--- config.mk ---
export PLATFORM = sky130hd
export DESIGN_NAME = seven_reg_writeback_demux
export DESIGN_NICKNAME = d
export VERILOG_FILES = /design/src/rtl/seven_reg_writeback_demux.sv
export SDC_FILE = /design/constraint.sdc
export NUM_CORES = 1
export LEC_CHECK = 0
export CAP_MARGIN = 20
export CORE_MARGIN = 8
export CORE_UTILIZATION = 40
export DETAILED_ROUTE_END_ITERATION = 10
export PLACE_DENSITY_LB_ADDON = 0.15
export SLEW_MARGIN = 40
export SYNTH_ARGS = -nofsm -noshare
export SYNTH_HDL_FRONTEND = slang
export SYNTH_SLANG_ARGS = --single-unit
--- constraint.sdc ---
create_clock -name clk -period 4.5 [get_ports clk]
set_input_delay 1.125 -clock clk [delete_from_list [all_inputs] [get_ports clk]]
set_output_delay 1.125 -clock clk [all_outputs]
set_load 0.02 [all_outputs]
--- src/rtl/seven_reg_writeback_demux.sv ---
// Write-back steering for the seven datapath holding registers a..g.
// Writes are queued behind a valid/ready port and committed one per cycle.
module seven_reg_writeback_demux #(
  parameter int WIDTH = 8,
  parameter int DEPTH = 2
) (
  input  logic             clk,
  input  logic             rst_n,
  input  logic             wr_valid,
  output logic             wr_ready,
  input  logic [WIDTH-1:0] wr_data,
  input  logic [2:0]       wr_sel,
  input  logic             err_clr,
  output logic [WIDTH-1:0] a,
  output logic [WIDTH-1:0] b,
  output logic [WIDTH-1:0] c,
  output logic [WIDTH-1:0] d,
  output logic [WIDTH-1:0] e,
  output logic [WIDTH-1:0] f,
  output logic [WIDTH-1:0] g,
  output logic [6:0]       upd,
  output logic             busy,
  output logic             err
);

  localparam int PTR_W = (DEPTH > 1) ? $clog2(DEPTH) : 1;
  localparam int CNT_W = $clog2(DEPTH + 1);
  localparam logic [CNT_W-1:0] CNT_FULL = CNT_W'(DEPTH);
  localparam logic [CNT_W-1:0] CNT_ONE  = CNT_W'(1);

  typedef enum logic {IDLE, DRAIN} state_t;

  state_t           state_q, state_d;
  logic [WIDTH-1:0] qdata_q [DEPTH];
  logic [WIDTH-1:0] qdata_d [DEPTH];
  logic [2:0]       qsel_q  [DEPTH];
  logic [2:0]       qsel_d  [DEPTH];
  logic [PTR_W-1:0] wr_ptr_q, wr_ptr_d;
  logic [PTR_W-1:0] rd_ptr_q, rd_ptr_d;
  logic [CNT_W-1:0] count_q, count_d;
  logic [WIDTH-1:0] reg_q [7];
  logic [WIDTH-1:0] reg_d [7];
  logic [6:0]       upd_q, upd_d;
  logic             err_q, err_d;

  logic             accept;
  logic             pop;
  logic [WIDTH-1:0] head_data;
  logic [2:0]       head_sel;

  assign wr_ready  = (count_q != CNT_FULL);
  assign accept    = wr_valid & wr_ready;
  assign pop       = (state_q == DRAIN);
  assign head_data = qdata_q[rd_ptr_q];
  assign head_sel  = qsel_q[rd_ptr_q];

  always_comb begin
    state_d  = state_q;
    wr_ptr_d = wr_ptr_q;
    rd_ptr_d = rd_ptr_q;
    count_d  = count_q;
    for (int unsigned i = 0; i < DEPTH; i++) begin
      qdata_d[i] = qdata_q[i];
      qsel_d[i]  = qsel_q[i];
    end

    if (accept) begin
      qdata_d[wr_ptr_q] = wr_data;
      qsel_d[wr_ptr_q]  = wr_sel;
      wr_ptr_d          = wr_ptr_q + 1'b1;
    end
    if (pop) begin
      rd_ptr_d = rd_ptr_q + 1'b1;
    end

    unique case ({accept, pop})
      2'b10:   count_d = count_q + CNT_ONE;
      2'b01:   count_d = count_q - CNT_ONE;
      default: count_d = count_q;
    endcase

    unique case (state_q)
      IDLE:  if (accept) state_d = DRAIN;
      DRAIN: if ((count_q == CNT_ONE) && !accept) state_d = IDLE;
      default: state_d = IDLE;
    endcase
  end

  // Commit of the popped head; sel 111 only raises the sticky error.
  always_comb begin
    upd_d = '0;
    err_d = err_q;
    for (int unsigned i = 0; i < 7; i++) begin
      reg_d[i] = reg_q[i];
      if (pop && (head_sel == 3'(i))) begin
        reg_d[i] = head_data;
        upd_d[i] = 1'b1;
      end
    end
    if (err_clr) err_d = 1'b0;
    if (pop && (head_sel == 3'b111)) err_d = 1'b1;
  end

  always_ff @(posedge clk or negedge rst_n) begin
    if (!rst_n) begin
      state_q  <= IDLE;
      wr_ptr_q <= '0;
      rd_ptr_q <= '0;
      count_q  <= '0;
      upd_q    <= '0;
      err_q    <= 1'b0;
      for (int unsigned i = 0; i < DEPTH; i++) begin
        qdata_q[i] <= '0;
        qsel_q[i]  <= '0;
      end
      for (int unsigned i = 0; i < 7; i++) reg_q[i] <= '0;
    end else begin
      state_q  <= state_d;
      wr_ptr_q <= wr_ptr_d;
      rd_ptr_q <= rd_ptr_d;
      count_q  <= count_d;
      upd_q    <= upd_d;
      err_q    <= err_d;
      for (int unsigned i = 0; i < DEPTH; i++) begin
        qdata_q[i] <= qdata_d[i];
        qsel_q[i]  <= qsel_d[i];
      end
      for (int unsigned i = 0; i < 7; i++) reg_q[i] <= reg_d[i];
    end
  end

  assign a    = reg_q[0];
  assign b    = reg_q[1];
  assign c    = reg_q[2];
  assign d    = reg_q[3];
  assign e    = reg_q[4];
  assign f    = reg_q[5];
  assign g    = reg_q[6];
  assign upd  = upd_q;
  assign busy = (state_q == DRAIN);
  assign err  = err_q;

endmodule

Word-level counts from Yosys, hierarchy flattened
Cells that the tools add are included.
{ "totals": {"input_bits": 15, "word_cells": 78, "reg_bits": 91} }
{ "classes": {"muxes": 25, "reduce_logical": 14, "n_eq_ne": 11, "order_cmp": 3, "bitwise": 4, "addsub": 4} }
{ "op_table": {"columns": ["operator", "count"], "rows": [
  ["$mux 8", 4],
  ["$bwmux 16", 1],
  ["$eq 3x3->1 const B", 4],
  ["$mux 3", 4],
  ["$mux 1", 11],
  ["$logic_and 1x1->1", 10],
  ["$demux 8 s1", 1],
  ["$bwmux 6", 1],
  ["$eq 3x2->1 const B", 2],
  ["$eq 2x1->1 const B", 2],
  ["$ge 2x2->1 const B", 2],
  ["$not 1->2", 2],
  ["$pmux 2 s2", 1],
  ["$reduce_bool 2->1", 2],
  ["$demux 3 s1", 1],
  ["$eq 3x1->1 const B", 1],
  ["$logic_not 3->1", 1],
  ["$add 1x1->1 const B", 2],
  ["$add 2x1->2 const B", 1],
  ["$eq 2x2->1 const B", 1],
  ["$lt 2x1->1 const B", 1],
  ["$ne 2x2->1 const B", 1],
  ["$pmux 1 s2", 1],
  ["$sub 2x1->2 const B", 1],
  ["other kinds (3)", 3]
]} }

Longest topological paths before layout
{ "logic_depth": {"ltp_word": 7, "mapped_depth": 6, "ltp_nobuf": 6} }

Worst setup path before layout
OpenSTA, ideal clock, no wires.
{ "synth_timing": {"path_kind": "input to register", "startpoint": "in wr_valid", "endpoint": "reg qdata_q[10] (netlist name)", "setup_slack_ns": 2.313, "t_required_ns": 4.375, "setup_time_ns": 0.125, "cell_stages": 4, "t_arrival_ns": 2.062, "path_cell_list": "nand2b_1 -> nor2_1 -> buf_1 -> mux2_2"} }
{ "synth_between": {"elab_chain_len": 1} }
{ "synth_rtl": {"columns": ["element", "line", "text"], "rows": [
  ["from (decl)", "9", "input logic wr_valid,"],
  ["$and 1x1->1", "52", "assign accept = wr_valid & wr_ready;"],
  ["to (signal, indexed assignment)", "125", "qdata_q[i] <= qdata_d[i];"],
  ["to (decl)", "34", "logic [WIDTH-1:0] qdata_q [DEPTH];"]
]} }
No other way between the ends.
A chain may end at the register's enable or synchronous reset.

Final worst setup path
{ "layout_timing": {"startpoint": "reg count_q[0]", "endpoint": "out wr_ready"} }
{ "layout_between": {"elab_chain_len": 1} }
{ "layout_rtl": {"columns": ["element", "line", "text"], "rows": [
  ["from (decl)", "40", "logic [CNT_W-1:0] count_q, count_d;"],
  ["from (signal assigned)", "121", "count_q <= count_d;"],
  ["$ne 2x2->1", "51", "assign wr_ready = (count_q != CNT_FULL);"],
  ["to (decl)", "10", "output logic wr_ready,"]
]} }
No other way between the ends.

==> results <==
- The total of buffers placed on input and output ports is 80.
- In this run, synthesis inferred 0 flip-flops with an integrated enable.
- The run finished with clean final reports.
- The most instantiated flip-flop cell in the synthesis netlist is sky130_fd_sc_hd__dfrtp_1.
- The CTS buffer count is 9.
- The synthesized net count is 236.
- Across every metal layer, demand over resource in global routing totals about an eighth.
- After Yosys synthesis, full adders, half adders and majority gates account for 1.03% of the synthesized area.
- Across the VDD grid, the largest voltage drop is approximately 0.4 mV.
- Of the cells placed in the final design, the portion with a size suffix greater than 1 is roughly 37%.
- From synthesis to final layout, the design area changed by 31.0%.
- The area of the die is approximately 0.012 sq mm.
- The proportion of synthesized area in mux cells is a little over a quarter.
- The I/O pin count is 81.
- Post-CTS repair changed the size of 0 cells.
- The post-DP HPWL is approximately 5600 um.
- The clock period could shrink to between 2000 and 3000 ps.
- The most frequent cell after synthesis is sky130_fd_sc_hd__dfrtp_1.
- The count of placed standard cells including taps is 403.
- The setup TNS is 0 ps.
- Using the TritonRoute via totals, the vias-per-cell ratio works out to 5.05.
- The count of warnings emitted by yosys is 0.
- The initial antenna violation count is 0.
- Counting the fill cells in the layout gives 750.
- Setup repair after global routing left no endpoint under its margin.
- The critical path's most frequent cell is sky130_fd_sc_hd__inv_1.
- The H-tree depth is 3.
- In the final layout, the multi-input gates occupy 0.00132 sq mm.
- The number of antenna diodes in the final layout is 0.
- The cell taking the most area after synthesis is sky130_fd_sc_hd__dfrtp_1.
- The setup violation total in the final timing report is 0.
- The standard-cell row count is 34.
- For this run, the share of the core covered by cells in the final layout is 54.4%.
- The area fraction in compound gates after synthesis is under 10%.
- The count of nets left with antenna violations once routing finished came out at 0.
- The simple-gate share of the synthesized area is 2.62%.
- The maximum clock rate is approximately 0.36 GHz.
- The setup skew after layout is approximately 7.8 ps.
- Data on the critical path is required at its endpoint by 3380 ps.
- TritonCTS built the clock tree.
- Wires add up to 7910 um.
- In this run the static leakage power is about 2 nW.
- After clock tree synthesis, the flow added hold-fix buffers numbering 0.
- Synthesis inferred 91 register bits.
- The measured slew at the worst slew-check pin is 794 ps.
- The starting density of the core is a little over 40%.
- The share of flip-flops with an asynchronous set or reset after synthesis is 100%.
- Sorting the synthesized cells by area gives the leading types as sky130_fd_sc_hd__dfrtp_1, sky130_fd_sc_hd__mux2_2, sky130_fd_sc_hd__a211oi_4.
- The startpoint of the worst hold path is e[7].
- STA puts the critical path data arrival time at 1670 ps.
- The filler-free cell count of the finished design is 419.
- Walking the worst path, the cells encountered are inv_1, ha_1, inv_1, clkdlybuf4s50_1.
- The clock network latency to the later pin of the worst-skew pair is 350 ps.
- For this run, the register share of the synthesized area comes to between 60% and 70%.
- Sorting the synthesized cells by how often they occur yields sky130_fd_sc_hd__dfrtp_1, sky130_fd_sc_hd__mux2_2, sky130_fd_sc_hd__a211oi_4.
- The cell area after synthesis is 0.00364 sq mm.
- The clock sink count is 91.
- The final weighted congestion in routability-driven placement is 0.680.
- The delay of the slowest cell on the worst path is 600 ps.
- Across all hold checks on the routed design, the worst slack comes to 494 ps.
- The total number of vias is 2117.
- The library cell used as clock root buffer is sky130_fd_sc_hd__clkbuf_8.
- The routed wirelength normalized by instance count is 18.9 um.
- The tool flagged a number of max-cap violations equal to 0.
- The maximum buffer depth of the clock tree is 2.
- The via count of the first global-routing pass came to 2345.
- Clock-pin slew was measured on the worst setup and hold paths at 90 ps.
- The mean post-synth cell area is 16.7 sq um.
- Tracing the worst setup path back leads to its startpoint at count_q[0].
- The combinational family with the most area after synthesis is multiplexers.
- Dividing total power by cell area gives a power density of 874 mW/mm^2.
- The element type at the critical path end is an output pin.
- The storage element area is 0.00228 sq mm.
- The number of hold violations in the final report is 0.
- The highest fanout seen on the critical path is 3.
- The largest individual stage delay along the critical path comes from the cell sky130_fd_sc_hd__clkdlybuf4s50_1.
- Dividing the final minimum period by the clock period gives 62.1%.
- The first detailed-routing pass took 3 iterations.
- The area inside the core boundary is between 0.008 and 0.009 sq mm.
- The category of the most critical setup path is reg2out.
- Measured along the y axis, the die boundary spans 111 um.
- The number of buffers added for setup after CTS is 0.
- Entering global routing, the biggest net connects 58 pins.
- The worst max-slew margin expressed relative to the limit is 47.0%.
- The startpoint type of the worst setup path is a flip-flop.
- The unique cell type count in the Yosys netlist is 25.
- In this run the worst hold path is classified as reg2reg.
- The first-pass GRT wire length is roughly 13000 um.
- The number of instances in the synthesized netlist is about 220.
- The XOR/XNOR share of the synthesized area is 0.964%.
- The final global-route overflow total is 0.
- The number of pins exceeding their max-slew limit in the final report is 0.
- For this block, the initial DRC count from the detailed router was 84.
- For this run, the post-layout net count is 324.
- The remaining design rule violation count is 0.
- The worst register-to-register path begins at rd_ptr_q.
- The share of the synthesized area in the top cell type is 62.6%.
- The floorplan step set the die width to 111 um.
-- through the flow --
| step | power, W | setup WS [ps] | area [sq um] |
|---|---|---|---|
| after floorplan | 0.00276 | 2310 | 3640 |
| after global placement | 0.00362 | 1490 | 4550 |
| after detailed placement | 0.00367 | 1730 | 4560 |
| after CTS | 0.00424 | 1670 | 4760 |
| after global routing | 0.00443 | 1580 | 4760 |
| final | 0.00416 | 1710 | 4760 |
-- worst max-delay path: cells and delay by family (launching register included) --
family / cells / cell delay [ps]
adder cells (fa/ha/maj): 1 / 200
buffers and inverters: 3 / 730
flip-flops: 1 / 400
-- path summary, 6_finish.rpt --
kind	to	slack, ps	depth (start not counted)
worst min-delay path	e[7]	490	1
max in group asynchronous	e[0]	2780	2
min in group asynchronous	count_q[1]	810	1
worst min register to register	e[7]	490	1
worst max register to register	e[6]	1990	3
worst max-delay path	wr_ready	1710	4
-- where the power goes --
| group | internal, W | switching, W | total (W) | leakage, nW |
|---|---|---|---|---|
| clock | 0.000272 | 0.000275 | 0.000547 | 0.102 |
| combinational | 0.00110 | 0.00102 | 0.00212 | 0.772 |
| sequential | 0.00124 | 0.000261 | 0.00150 | 1.10 |
-- routing by layer --
| layer | track usage [%] | routed length (um) |
|---|---|---|
| met5 | 0 | 0 |
| met4 | 3.73 | 91 |
| met3 | 6.07 | 647 |
| met2 | 20.8 | 3700 |
| met1 | 15.7 | 3470 |
-- cell usage in the layout, fill, tap and decap left out --
cell	n
sky130_fd_sc_hd__dfrtp_1	91
sky130_fd_sc_hd__mux2_2	84
sky130_fd_sc_hd__clkdlybuf4s50_1	79
sky130_fd_sc_hd__clkbuf_8	10
sky130_fd_sc_hd__a211oi_4	7
sky130_fd_sc_hd__inv_1	4
sky130_fd_sc_hd__nand3b_1	3
sky130_fd_sc_hd__or3b_4	3
sky130_fd_sc_hd__ha_1	3
sky130_fd_sc_hd__nand3_1	2
sky130_fd_sc_hd__o21ai_0	2
sky130_fd_sc_hd__xnor2_1	2
sky130_fd_sc_hd__xor2_1	2
sky130_fd_sc_hd__nand2_1	2
sky130_fd_sc_hd__mux2_1	2
sky130_fd_sc_hd__clkinv_2	2
sky130_fd_sc_hd__clkinv_4	2
sky130_fd_sc_hd__buf_4	2
sky130_fd_sc_hd__nand2b_1	1
sky130_fd_sc_hd__inv_2	1
sky130_fd_sc_hd__mux2_4	1
sky130_fd_sc_hd__mux2i_1	1
sky130_fd_sc_hd__or3_4	1
sky130_fd_sc_hd__nor2_2	1
sky130_fd_sc_hd__a32o_1	1
sky130_fd_sc_hd__bufinv_16	1
sky130_fd_sc_hd__clkinvlp_4	1
-- cell type report --
class                      instances  share of cell area [%]
clock inverter                     6                    1.37
multi-input combinational        118                    27.8
timing repair buffer              81                    16.9
clock buffer                      10                    2.89
tap                              108                    2.84
sequential                        91                    47.8
inverter                           5                   0.394
-- flip-flops by register name, indices dropped and copies added (netlist names), 8 cells and up --
register  cells
b             8
g             8
a             8
c             8
d             8
e             8
f             8
qdata_q      16
-- cells by family (layout without fill, tap and decap cells) --
| family | Yosys count | count (layout) |
|---|---|---|
| AO/OA/AOI/OAI | 10 | 10 |
| XOR/XNOR | 4 | 4 |
| adder cells (fa/ha/maj) | 3 | 3 |
| buffers and inverters | 9 | 102 |
| flip-flops | 91 | 91 |
| multiplexers | 88 | 88 |
| AND/OR/NAND/NOR | 13 | 13 |
Power figures use the tool's default switching activity.
